<file path="src/rtl/rst_seq.sv">
// Reset sequencer: holds mem/periph/core domains in reset on any request, then releases them in order.
// Latency: mem released HOLD_CYCLES edges after the last request edge, periph STAGE_GAP later, core STAGE_GAP after that.
// Backpressure: none; a new request at any time restarts the sequence from ASSERT with the counter cleared.
module rst_seq #(
  parameter int HOLD_CYCLES = 16,
  parameter int STAGE_GAP   = 4
) (
  input  logic       clk_i,
  input  logic       rst_i,
  input  logic       ndmreset_i,
  input  logic       prog_rst_req_i,
  input  logic       wdt_rst_req_i,
  input  logic       sw_rst_req_i,
  input  logic       cause_clr_i,
  output logic       mem_rst_no,
  output logic       periph_rst_no,
  output logic       core_rst_no,
  output logic       busy_o,
  output logic [4:0] rst_cause_o
);

  // One shared counter covers both the hold phase and each stage gap.
  localparam int MAX_CNT = (HOLD_CYCLES > STAGE_GAP) ? HOLD_CYCLES : STAGE_GAP;
  localparam int CW      = (MAX_CNT > 1) ? $clog2(MAX_CNT) : 1;
  localparam logic [CW-1:0] HOLD_LAST = CW'(HOLD_CYCLES - 1);
  localparam logic [CW-1:0] GAP_LAST  = CW'(STAGE_GAP - 1);

  typedef enum logic [1:0] {
    ASSERT       = 2'd0,
    STAGE_MEM    = 2'd1,
    STAGE_PERIPH = 2'd2,
    IDLE         = 2'd3
  } state_t;

  state_t        state;
  state_t        state_nxt;
  logic [CW-1:0] cnt;
  logic [CW-1:0] cnt_nxt;
  logic          req;
  logic [4:0]    cause_set;

  assign req       = ndmreset_i | prog_rst_req_i | wdt_rst_req_i | sw_rst_req_i;
  assign cause_set = {sw_rst_req_i, wdt_rst_req_i, prog_rst_req_i, ndmreset_i, 1'b0};

  // Next-state and counter: any request pins the sequence at ASSERT with the counter at 0.
  always_comb begin
    state_nxt = state;
    cnt_nxt   = cnt;
    if (req) begin
      state_nxt = ASSERT;
      cnt_nxt   = '0;
    end else begin
      case (state)
        ASSERT: begin
          if (cnt == HOLD_LAST) begin
            state_nxt = STAGE_MEM;
            cnt_nxt   = '0;
          end else begin
            cnt_nxt = cnt + CW'(1);
          end
        end
        STAGE_MEM: begin
          if (cnt == GAP_LAST) begin
            state_nxt = STAGE_PERIPH;
            cnt_nxt   = '0;
          end else begin
            cnt_nxt = cnt + CW'(1);
          end
        end
        STAGE_PERIPH: begin
          if (cnt == GAP_LAST) begin
            state_nxt = IDLE;
            cnt_nxt   = '0;
          end else begin
            cnt_nxt = cnt + CW'(1);
          end
        end
        IDLE: begin
          cnt_nxt = '0;
        end
        default: begin
          state_nxt = ASSERT;
          cnt_nxt   = '0;
        end
      endcase
    end
  end

  // State, counter and flopped domain resets; outputs decode the next state so they change on the same edge.
  always_ff @(posedge clk_i) begin
    if (rst_i) begin
      state         <= ASSERT;
      cnt           <= '0;
      mem_rst_no    <= 1'b0;
      periph_rst_no <= 1'b0;
      core_rst_no   <= 1'b0;
      busy_o        <= 1'b1;
    end else begin
      state         <= state_nxt;
      cnt           <= cnt_nxt;
      mem_rst_no    <= (state_nxt != ASSERT);
      periph_rst_no <= (state_nxt == STAGE_PERIPH) || (state_nxt == IDLE);
      core_rst_no   <= (state_nxt == IDLE);
      busy_o        <= (state_nxt != IDLE);
    end
  end

  // Sticky cause register; a request seen in the same cycle as a clear survives the clear.
  always_ff @(posedge clk_i) begin
    if (rst_i) begin
      rst_cause_o <= 5'b00001;
    end else if (cause_clr_i) begin
      rst_cause_o <= cause_set;
    end else begin
      rst_cause_o <= rst_cause_o | cause_set;
    end
  end

endmodule

</file>
<file path="config.mk">
export PLATFORM = sky130hd
export DESIGN_NAME = rst_seq
export DESIGN_NICKNAME = d
export VERILOG_FILES = /design/src/rtl/rst_seq.sv
export SDC_FILE = /design/constraint.sdc
export NUM_CORES = 1
export LEC_CHECK = 0
export CORE_MARGIN = 4
export CORE_UTILIZATION = 45
export DETAILED_ROUTE_END_ITERATION = 7
export PLACE_DENSITY_LB_ADDON = 0.12
export SLEW_MARGIN = 5
export SYNTH_ARGS = -nofsm -noshare
export SYNTH_HDL_FRONTEND = slang
export SYNTH_SLANG_ARGS = --single-unit
</file>
<file path="constraint.sdc">
create_clock -name clk_i -period 4.7 [get_ports clk_i]
set_input_delay 1.175 -clock clk_i [delete_from_list [all_inputs] [get_ports clk_i]]
set_output_delay 1.175 -clock clk_i [all_outputs]
set_load 0.01 [all_outputs]
</file>
==> summary.txt <==
====================================================================================
Final Hold Viols                                                                   0
Mean number of vias per cell                                                    5.13
Wirelength per Cell                                                          12.4 um
Arrival time at the worst endpoint                                           2.60 ns
Cell type of the slowest stage on the worst timing path                 clkdlybuf4s50_1
Floorplan die width                                                          46.3 um
Count of nets left with antenna violations after detail routing                    0
Post-route DRC violation count                                                     0
Final Slew Violations                                                              0
Global-route wire length before repair                                       1980 um
Total die area                                                             2140 um^2
Leading register cell type out of synthesis                                  dfxtp_1
Register clock-pin slew on the reported worst setup and hold paths           0.08 ns
Number of hold buffers added after CTS                                             0
Number of DRC markers in iteration 0                                               2
Setup slack after layout                                                     2.27 ns
RSZ-0062 raised after global routing                                              no
Synth area leaders                                                      dfxtp_1, ha_1, nor2_1
Clock net sink count                                                              15
Share of flip-flops with an asynchronous set or reset after synthesis             0%
Total number of nets in the final design                                         102
Number of CTS-inserted buffers                                                     3
Sequential area share after synthesis                                          45.5%
Grt total ovfl                                                                     0
Max incr delay on CP                                                         0.51 ns
Layout area overhead                                                           29.6%
Pin count of the biggest net entering global routing                               9
Worst-path maximum fanout                                                          6
Setup WS pre-CTS                                                             1.99 ns
Root cell of the clock tree                                                 clkbuf_4
Number of diodes added for antenna fixing                                          0
Number of enable flip-flop cells after synthesis                                   0
Post-synthesis cell type count                                                    23
Time the final worst path needs with I/O delays and setup                    2.43 ns
Post-route core utilization                                                    64.1%
Worst slew margin relative to its limit                                        75.0%
Via count of the first global-routing pass                                       475
Synthesized instance count                                                        69
First-pass iteration count of the detailed router                                  4
Startpoint kind of the worst setup timing path                             input pin
Core Rows                                                                         13
Required time at the worst-slack endpoint                                    4.87 ns
Placeable Area                                                             1330 um^2
Number of placed cells counting well taps                                         99
Initial antenna violation count                                                    0
Final period utilization                                                       51.6%
Die Height                                                                   46.3 um
Setup violation total in the final timing report                                   0
Result of the run                                                       finished clean
Worst Setup Path Type                                                   input pin to flop
Max-capacitance violation count                                                    0
Top-count cell post-synth                                                    dfxtp_1
Finished Layout Cells                                                            103
Switching part of the total power                                              21.3%
I/O pins                                                                          16
IO buf count                                                                      15
Routed wire length                                                           1280 um
Post-synthesis cell area                                                    659 um^2
Transition time at the pin with the least slew margin                       0.374 ns
Clock share of power                                                           32.2%
Largest clock skew in the final design                                   0.000309 ns
Share of power burned in combinational logic                                    8.3%
Overall Global Routing Usage                                                   13.3%
Post-synthesis register bit count                                                 15
Dominant cell type by area after synthesis                                   dfxtp_1
Cell Pwr Density                                                         259 nW/um^2
Post-cts gate resize count                                                         0
Total internal power                                                      0.000174 W
Pleak                                                                       0.349 nW
Post-CTS Setup Repair Bufs                                                         0
Kind of path behind the tightest hold check                             flop to flop
Largest voltage drop on the vdd net                                         0.158 mV
GPL Wtd Cong                                                                   0.792
Flop pwr share                                                                 59.5%
Fraction of layout instances using a drive strength above 1                    9.09%
Cells traversed along the worst timing path                             clkdlybuf4s50_1 -> or4_4 -> nor2_4 -> o21ai_2 -> or2_1
Switching Power                                                          0.0000472 W
Clock tree from TritonCTS                                                       done
Routed via count                                                                 528
Warning count from the yosys run                                                   0
Setup total negative slack                                                      0 ns
Post-Synthesis Net Count                                                          82
Number of buffers on the longest clock path                                        2
HPWL after detailed placement                                                 938 um
Maximum clock frequency                                                    0.412 GHz
Share of Yosys cell area claimed by the top area cell type                     45.5%
Number of levels the H-tree was split into                                         1
Overall power                                                             0.000221 W
Initial standard-cell utilization of the core                                  49.4%
Nature of the critical path endpoint                                            flop
Clock Latency Late Sink                                                      0.28 ns
Top cell types by occurrence after synthesis                            dfxtp_1, nor2_1, inv_1, a21oi_1, ha_1
Mean instance size in the synthesized netlist                              9.56 um^2
====================================================================================
==> cells in the final DEF (no fill, tap or decap), types with 2 or more instances in the layout <==
cell type,n
o31ai_1,2
nor4bb_1,2
dfxtp_1,15
nor3_1,3
clkdlybuf4s50_1,15
nor2_1,11
a21oi_1,6
o21a_1,2
ha_1,6
inv_1,7
a21o_1,2
clkbuf_4,3
==> layout make-up <==
| type | instances | area, um^2 |
|---|---|---|
| clock buffers | 4 | 26.3 |
| fillers | 124 | 479 |
| flip-flops and latches | 15 | 300 |
| inverters | 7 | 26.3 |
| repair buffers | 15 | 150 |
| multi-input cells | 47 | 333 |
| well taps | 15 | 18.8 |
==> per-stage QoR <==
step                      hold slack (ns)  cell area [um^2]
after floorplan                     0.418               659
after global placement              0.436               828
after detailed placement            0.455               828
after CTS                           0.467               855
after global routing                0.511               855
final                               0.463               855
==> sequential cells by signal (all words and copies together) (netlist names) <==
name	count
periph_rst_no	1
state	2
rst_cause_o	5
busy_o	1
cnt	4
core_rst_no	1
mem_rst_no	1
==> worst paths after layout <==
kind	endpoint	cells after the start	startpoint	slack [ns]
worst max-delay path	busy_o$_SDFF_PP1_	5	rst_i	2.27
worst min-delay path	cnt[0]$_SDFF_PP0_	1	cnt[0]$_SDFF_PP0_	0.46
worst max register to register	mem_rst_no$_SDFF_PP0_	6	state[0]$_SDFF_PP0_	2.92
worst min register to register	cnt[0]$_SDFF_PP0_	1	cnt[0]$_SDFF_PP0_	0.46
==> worst max-delay path, delay by kind of cell <==
kind | cells | cell delay, ns
buffers and inverters | 1 | 0.51
AOI/OAI and AO/OA | 1 | 0.09
and+or+nand+nor | 3 | 0.82
==> per-layer routing <==
| metal | routed length [um] | part of all wire, % | global-route usage, % |
|---|---|---|---|
| met1 | 537 | 42 | 14.4 |
| met2 | 658 | 51 | 22.8 |
| met3 | 73 | 5.7 | 5.47 |
| met4 | 9 | 0.70 | 5.11 |
| met5 | 0 | 0 | 0 |
==> logic make-up after synthesis <==
group | after synthesis | synth area share [%]
AO/OA/AOI/OAI | 18 | 19.5
flip-flops | 15 | 45.5
AND/OR/NAND/NOR | 22 | 18.2
adder cells (fa/ha/maj) | 6 | 11.4
XOR/XNOR | 1 | 1.33
buffers and inverters | 7 | 3.99
==> power groups by stage <==
stage	Sequential (W)	Combinational, W	Clock, W
after CTS	0.000132	0.0000185	0.0000732
after detailed placement	0.000135	0.0000182	0
after floorplan	0.000136	0.00000402	0
after global routing	0.000132	0.0000197	0.0000797
after global placement	0.000134	0.0000181	0
final	0.000132	0.0000183	0.0000713
Note: power is estimated with default switching activity, not from simulation.
